$ cat src/rtl/sig_ctrl_pkg.sv
// Shared types and constants for the signal-generator front-panel controller.
package sig_ctrl_pkg;
  typedef enum logic {EDIT = 1'b0, RUN = 1'b1} state_t;

  localparam logic [1:0] SEL_SIG = 2'd0;
  localparam logic [1:0] SEL_AMP = 2'd1;
  localparam logic [1:0] SEL_FRE = 2'd2;
  localparam logic [1:0] SEL_PHA = 2'd3;

  localparam logic [1:0] WAV_SIN = 2'd0;
  localparam logic [1:0] WAV_SQU = 2'd1;
  localparam logic [1:0] WAV_TRI = 2'd2;
  localparam logic [1:0] WAV_SAW = 2'd3;

  localparam int SYNC_STAGES = 2;
endpackage

$ cat src/rtl/key_debounce.sv
// One push-button: synchroniser, optional debounce (SIG_CTRL_DEBOUNCE_EN), press pulse.
module key_debounce
  import sig_ctrl_pkg::*;
#(
  parameter int DEB_CYCLES = 1_000_000
) (
  input  logic clk,
  input  logic rst_n,
  input  logic key_n,
  output logic press
);
  logic [SYNC_STAGES-1:0] sync_q;
  logic                   sync_out;
  logic                   stable;
  logic                   stable_d;

  always_ff @(posedge clk) begin
    if (!rst_n) sync_q <= '1;
    else        sync_q <= {sync_q[SYNC_STAGES-2:0], key_n};
  end
  assign sync_out = sync_q[SYNC_STAGES-1];

`ifdef SIG_CTRL_DEBOUNCE_EN
  localparam int CNT_W = $clog2(DEB_CYCLES);
  logic [CNT_W-1:0] cnt;

  // The counter only runs while the input disagrees with the accepted level.
  always_ff @(posedge clk) begin
    if (!rst_n) begin
      stable <= 1'b1;
      cnt    <= '0;
    end else if (sync_out == stable) begin
      cnt    <= '0;
    end else if (cnt == CNT_W'(DEB_CYCLES - 1)) begin
      stable <= sync_out;
      cnt    <= '0;
    end else begin
      cnt    <= cnt + 1'b1;
    end
  end
`else
  // DEB_CYCLES has no effect in this build.
  logic deb_unused;
  assign deb_unused = ^DEB_CYCLES;
  assign stable     = sync_out;
`endif

  always_ff @(posedge clk) begin
    if (!rst_n) stable_d <= 1'b1;
    else        stable_d <= stable;
  end

  assign press = stable_d & ~stable;
endmodule

$ cat src/rtl/sig_ctrl.sv
// Front-panel edit/run controller; parameter codes update only on commit.
// Debounce is enabled by defining SIG_CTRL_DEBOUNCE_EN.
module sig_ctrl
  import sig_ctrl_pkg::*;
#(
  parameter int DEB_CYCLES = 1_000_000
) (
  input  logic       clk,
  input  logic       rst_n,
  input  logic       key_mode_n,
  input  logic       key_inc_n,
  input  logic       key_ok_n,
  output logic [1:0] cnt_sig,
  output logic [1:0] cnt_amp,
  output logic [1:0] cnt_fre,
  output logic [1:0] cnt_phase,
  output logic       confirm,
  output logic [1:0] sel,
  output logic       editing
);
  logic mode_ev, inc_ev, ok_ev;

  key_debounce #(.DEB_CYCLES(DEB_CYCLES)) u_mode (
    .clk(clk), .rst_n(rst_n), .key_n(key_mode_n), .press(mode_ev));
  key_debounce #(.DEB_CYCLES(DEB_CYCLES)) u_inc (
    .clk(clk), .rst_n(rst_n), .key_n(key_inc_n), .press(inc_ev));
  key_debounce #(.DEB_CYCLES(DEB_CYCLES)) u_ok (
    .clk(clk), .rst_n(rst_n), .key_n(key_ok_n), .press(ok_ev));

  state_t     state, state_nxt;
  logic [1:0] sh_sig, sh_amp, sh_fre, sh_pha;
  logic [1:0] sh_sig_nxt, sh_amp_nxt, sh_fre_nxt, sh_pha_nxt;
  logic [1:0] cnt_sig_nxt, cnt_amp_nxt, cnt_fre_nxt, cnt_phase_nxt;
  logic [1:0] sel_nxt;
  logic       confirm_nxt;

  always_ff @(posedge clk) begin
    if (!rst_n) begin
      state     <= EDIT;
      sel       <= SEL_SIG;
      sh_sig    <= WAV_SIN;
      sh_amp    <= 2'd0;
      sh_fre    <= 2'd0;
      sh_pha    <= 2'd0;
      cnt_sig   <= WAV_SIN;
      cnt_amp   <= 2'd0;
      cnt_fre   <= 2'd0;
      cnt_phase <= 2'd0;
      confirm   <= 1'b0;
      editing   <= 1'b1;
    end else begin
      state     <= state_nxt;
      sel       <= sel_nxt;
      sh_sig    <= sh_sig_nxt;
      sh_amp    <= sh_amp_nxt;
      sh_fre    <= sh_fre_nxt;
      sh_pha    <= sh_pha_nxt;
      cnt_sig   <= cnt_sig_nxt;
      cnt_amp   <= cnt_amp_nxt;
      cnt_fre   <= cnt_fre_nxt;
      cnt_phase <= cnt_phase_nxt;
      confirm   <= confirm_nxt;
      editing   <= (state_nxt == EDIT);
    end
  end

  always_comb begin
    state_nxt = state;
    case (state)
      EDIT:    if (ok_ev) state_nxt = RUN;
      RUN:     if (ok_ev) state_nxt = EDIT;
      default: state_nxt = EDIT;
    endcase
  end

  // ok outranks mode, mode outranks inc; losers in the same cycle are dropped.
  always_comb begin
    sel_nxt       = sel;
    sh_sig_nxt    = sh_sig;
    sh_amp_nxt    = sh_amp;
    sh_fre_nxt    = sh_fre;
    sh_pha_nxt    = sh_pha;
    cnt_sig_nxt   = cnt_sig;
    cnt_amp_nxt   = cnt_amp;
    cnt_fre_nxt   = cnt_fre;
    cnt_phase_nxt = cnt_phase;
    confirm_nxt   = confirm;
    case (state)
      EDIT: begin
        if (ok_ev) begin
          cnt_sig_nxt   = sh_sig;
          cnt_amp_nxt   = sh_amp;
          cnt_fre_nxt   = sh_fre;
          cnt_phase_nxt = sh_pha;
          confirm_nxt   = 1'b1;
        end else if (mode_ev) begin
          sel_nxt = sel + 2'd1;
        end else if (inc_ev) begin
          case (sel)
            SEL_SIG: sh_sig_nxt = sh_sig + 2'd1;
            SEL_AMP: sh_amp_nxt = sh_amp + 2'd1;
            SEL_FRE: sh_fre_nxt = sh_fre + 2'd1;
            SEL_PHA: sh_pha_nxt = sh_pha + 2'd1;
            default: ;
          endcase
        end
      end
      RUN: begin
        if (ok_ev) confirm_nxt = 1'b0;
      end
      default: ;
    endcase
  end
endmodule

$ cat config.mk
export PLATFORM = sky130hd
export DESIGN_NAME = sig_ctrl
export DESIGN_NICKNAME = d
export VERILOG_FILES = /design/src/rtl/sig_ctrl_pkg.sv /design/src/rtl/key_debounce.sv /design/src/rtl/sig_ctrl.sv
export SDC_FILE = /design/constraint.sdc
export NUM_CORES = 1
export LEC_CHECK = 0
export ABC_AREA = 0
export CAP_MARGIN = 20
export CORE_ASPECT_RATIO = 0.75
export CORE_MARGIN = 5
export CORE_UTILIZATION = 30
export DETAILED_ROUTE_END_ITERATION = 10
export HOLD_SLACK_MARGIN = 0.02
export MAX_ROUTING_LAYER = met4
export PLACE_DENSITY = 0.58
export SLEW_MARGIN = 10
export SYNTH_ARGS = -nofsm -noshare
export SYNTH_HDL_FRONTEND = slang
export SYNTH_HIERARCHICAL = 1
export SYNTH_SLANG_ARGS = --single-unit
$ cat constraint.sdc
create_clock -name clk -period 1.5 [get_ports clk]
set_input_delay 0.45 -clock clk [delete_from_list [all_inputs] [get_ports clk]]
set_output_delay 0.45 -clock clk [all_outputs]
set_load 0.01 [all_outputs]
==> results.sh <==
export IMPL_final_common_cell="dfxtp_1"
export IMPL_grt_first_pass_wirelength_mm=3.73
export IMPL_hold_class="flop to flop"
export IMPL_slowest_stage="dfxtp_1"
export IMPL_p_per_area_mw_per_mm2=1070
export IMPL_ctsHtreeMaxLevel=2
export IMPL_critPathRequiredTime_ns=1.05
export IMPL_grt_remaining_overflow=0
export IMPL_grt_max_degree=38
export IMPL_viasPerCell=4.04
export IMPL_clock_path_buffers=2
export IMPL_num_rows=20
export IMPL_io_buffers=16
export IMPL_avgSynthCellArea_um2=10.5
export IMPL_pwr_share_comb_pct=6.6
export IMPL_grt_pass1_vias=847
export IMPL_start_util_pct=30.3
export IMPL_cts_tree="yes"
export IMPL_p_leak_nw=0.699
export IMPL_die_w_um=83.3
export IMPL_dp_hpwl_mm=1.43
export IMPL_skew_ns=0.00263
export IMPL_drc=0
export IMPL_vdd_drop_max_uv=695
export IMPL_cts_resized=12
export IMPL_clkPwrFrac_pct=44.4
export IMPL_syn_inst=115
export IMPL_switching_share_pct=20.7
export IMPL_cp_top_family="flip-flops"
export IMPL_grt_usage_pct=9.11
export IMPL_crit_type="flop to output pin"
export IMPL_finalWorstSetupSlack_ns=0.164
export IMPL_p_int_w=0.00134
export IMPL_ctsHoldBuffers=0
export IMPL_status="finished, final reports clean"
export IMPL_synth_area_mm2=0.00121
export IMPL_ios=17
export IMPL_synth_seq_area_share_pct=49.7
export IMPL_startpoint_type="flop"
export IMPL_drt_total_wl_mm=1.98
export IMPL_seqCellArea_um2=601
export IMPL_cap_viol_max_count=0
export IMPL_path_clk_slew_ns=0.06
export IMPL_fin_crit_sh_pct=89.1
export IMPL_max_stage_delay_ns=0.34
export IMPL_arrival_ns=0.89
export IMPL_crit_path_end_kind="output pin"
export IMPL_n_antenna_cell=0
export IMPL_layout_area_overhead_vs_synth_pct=31.1
export IMPL_max_slew_margin_rel_pct=75.8
export IMPL_coreArea_mm2=0.00398
export IMPL_yosysWarnings=6
export IMPL_rsz0062_at_grt="false"
export IMPL_period_needed_ns=1.34
export IMPL_crit_chain="dlygate4sd2_1"
export IMPL_tightest_slew_ns=0.363
export IMPL_tns_ns=0
export IMPL_synth_cell_types=16
export IMPL_layout_common_cells="dfxtp_1, mux2i_1, nand2b_1"
export IMPL_min_from="u_ok/sync_q[0]"
export IMPL_antenna_found_initial=0
export IMPL_switching_power_w=0.000349
export IMPL_seqPwrFrac_pct=48.9
export IMPL_synth_area_leader_cell="dfxtp_1"
export IMPL_avgRoutedWirePerCell_um=10.1
export IMPL_drt_first_iter_violations=26
export IMPL_cts_buffers=5
export IMPL_root_buffer="clkbuf_8"
export IMPL_setup_worst_path_start="confirm"
export IMPL_clk_latency_ns=0.28
export IMPL_fill_cells=403
export IMPL_fmax_mhz=748
export IMPL_slew_violations=0
export IMPL_layout_drive_gt1_share_pct=10.6
export IMPL_multi_input_area_um2=577
export IMPL_postRouteAntennaNets=0
export IMPL_first_pass_iters=4
export IMPL_fp_dieArea_mm2=0.00541
export IMPL_setup_violations=0
export IMPL_cts_sinks=30
export IMPL_timing_rr_start="u_ok/stable_d"
export IMPL_post_cts_setup_buffers=0
export IMPL_routabilityCongestion=0.697
export IMPL_chipHeight_um=64.9
export IMPL_yosysTopAreaCellShare_pct=49.7
export IMPL_crit_buf_inv=1
export IMPL_hold_viol=0
export IMPL_synth_top_cells_by_area="dfxtp_1, mux2i_1, nand2b_1, ha_1, nor2b_1"
export IMPL_synth_seq_cells=30
export IMPL_synthesis_nets=127
export IMPL_vias=791
export IMPL_dp_slack_ns=0.0184
export IMPL_path_max_fanout=2
export IMPL_final_nets=152
==> flip-flops by register name, indices dropped and copies added, names as in the netlist, 2 cells and up <==
| signal | cells |
|---|---|
| u_inc/sync_q | 2 |
| sel | 2 |
| cnt_fre | 2 |
| sh_pha | 2 |
| sh_sig | 2 |
| sh_fre | 2 |
| u_ok/sync_q | 2 |
| u_mode/sync_q | 2 |
| cnt_sig | 2 |
| cnt_phase | 2 |
| cnt_amp | 2 |
| sh_amp | 2 |
==> path summary, 6_finish.rpt <==
kind	endpoint	cells past startpoint	slack (ns)
setup / recovery	confirm	1	0.16
hold / removal	u_ok/sync_q[1]	1	0.41
setup reg to reg	confirm	6	0.17
hold reg to reg	u_ok/sync_q[1]	1	0.41
==> stage by stage <==
| step | area (µm²) | power, W | std cells | util [%] | hold slack, ns |
|---|---|---|---|---|---|
| 2_1_floorplan | 1210 | 0.000906 | 115 | - | 0.386 |
| 3_3_place_gp | 1490 | 0.000958 | 188 | 37.3 | 0.391 |
| 3_5_place_dp | 1490 | 0.000962 | 188 | 37.3 | 0.394 |
| 4_1_cts | 1580 | 0.00172 | 196 | 39.7 | 0.408 |
| 5_1_grt | 1580 | 0.00177 | 196 | 39.8 | 0.433 |
| 6_report | 1580 | 0.00169 | 196 | 39.8 | 0.408 |
==> power groups by stage <==
stage / combinational, W / sequential, W / clock, W
after floorplan: 0.0000596 / 0.000846 / 0
after global placement: 0.000114 / 0.000844 / 0
after detailed placement: 0.000118 / 0.000845 / 0
after CTS: 0.000114 / 0.000827 / 0.000780
after global routing: 0.000127 / 0.000830 / 0.000814
final: 0.000112 / 0.000827 / 0.000751
==> cell usage after synthesis <==
master and n:
xnor2_1 1, mux2i_1 17, nand2_1 13, nor4b_4 1, inv_1 5, nor3b_1 1, nor2b_1 12, nand3_1 4
and2_1 2, dfxtp_1 30, nand2b_1 17, buf_2 2, nor2_1 1, ha_1 7, o211a_1 1, clkbuf_1 1
==> metal layers <==
layer  up-vias  track usage [%]  wire length, µm
met4         0             6.33               36
met2        18             14.0              849
met3         4             3.30               99
met5         -                -                0
li1        417                -                -
met1       352             9.90              991
==> area by class of cell <==
cell class | instances | share of cell area, %
Sequential cell | 30 | 37.9
Clock buffer | 8 | 6.96
Tap cell | 55 | 4.35
Timing Repair Buffer | 21 | 13.1
Multi-Input combinational cell | 77 | 36.4
Inverter | 5 | 1.19
==> cell families after synthesis <==
family,Yosys count,share of synthesized area (%)
buffers and inverters,8,2.69
AOI/OAI and AO/OA,1,0.829
DFF,30,49.7
and+or+nand+nor,51,24.7
muxes,17,14.1
xor gates and xnor gates,1,0.726
adders and majority gates,7,7.25
Note: power is estimated with default switching activity, not from simulation.
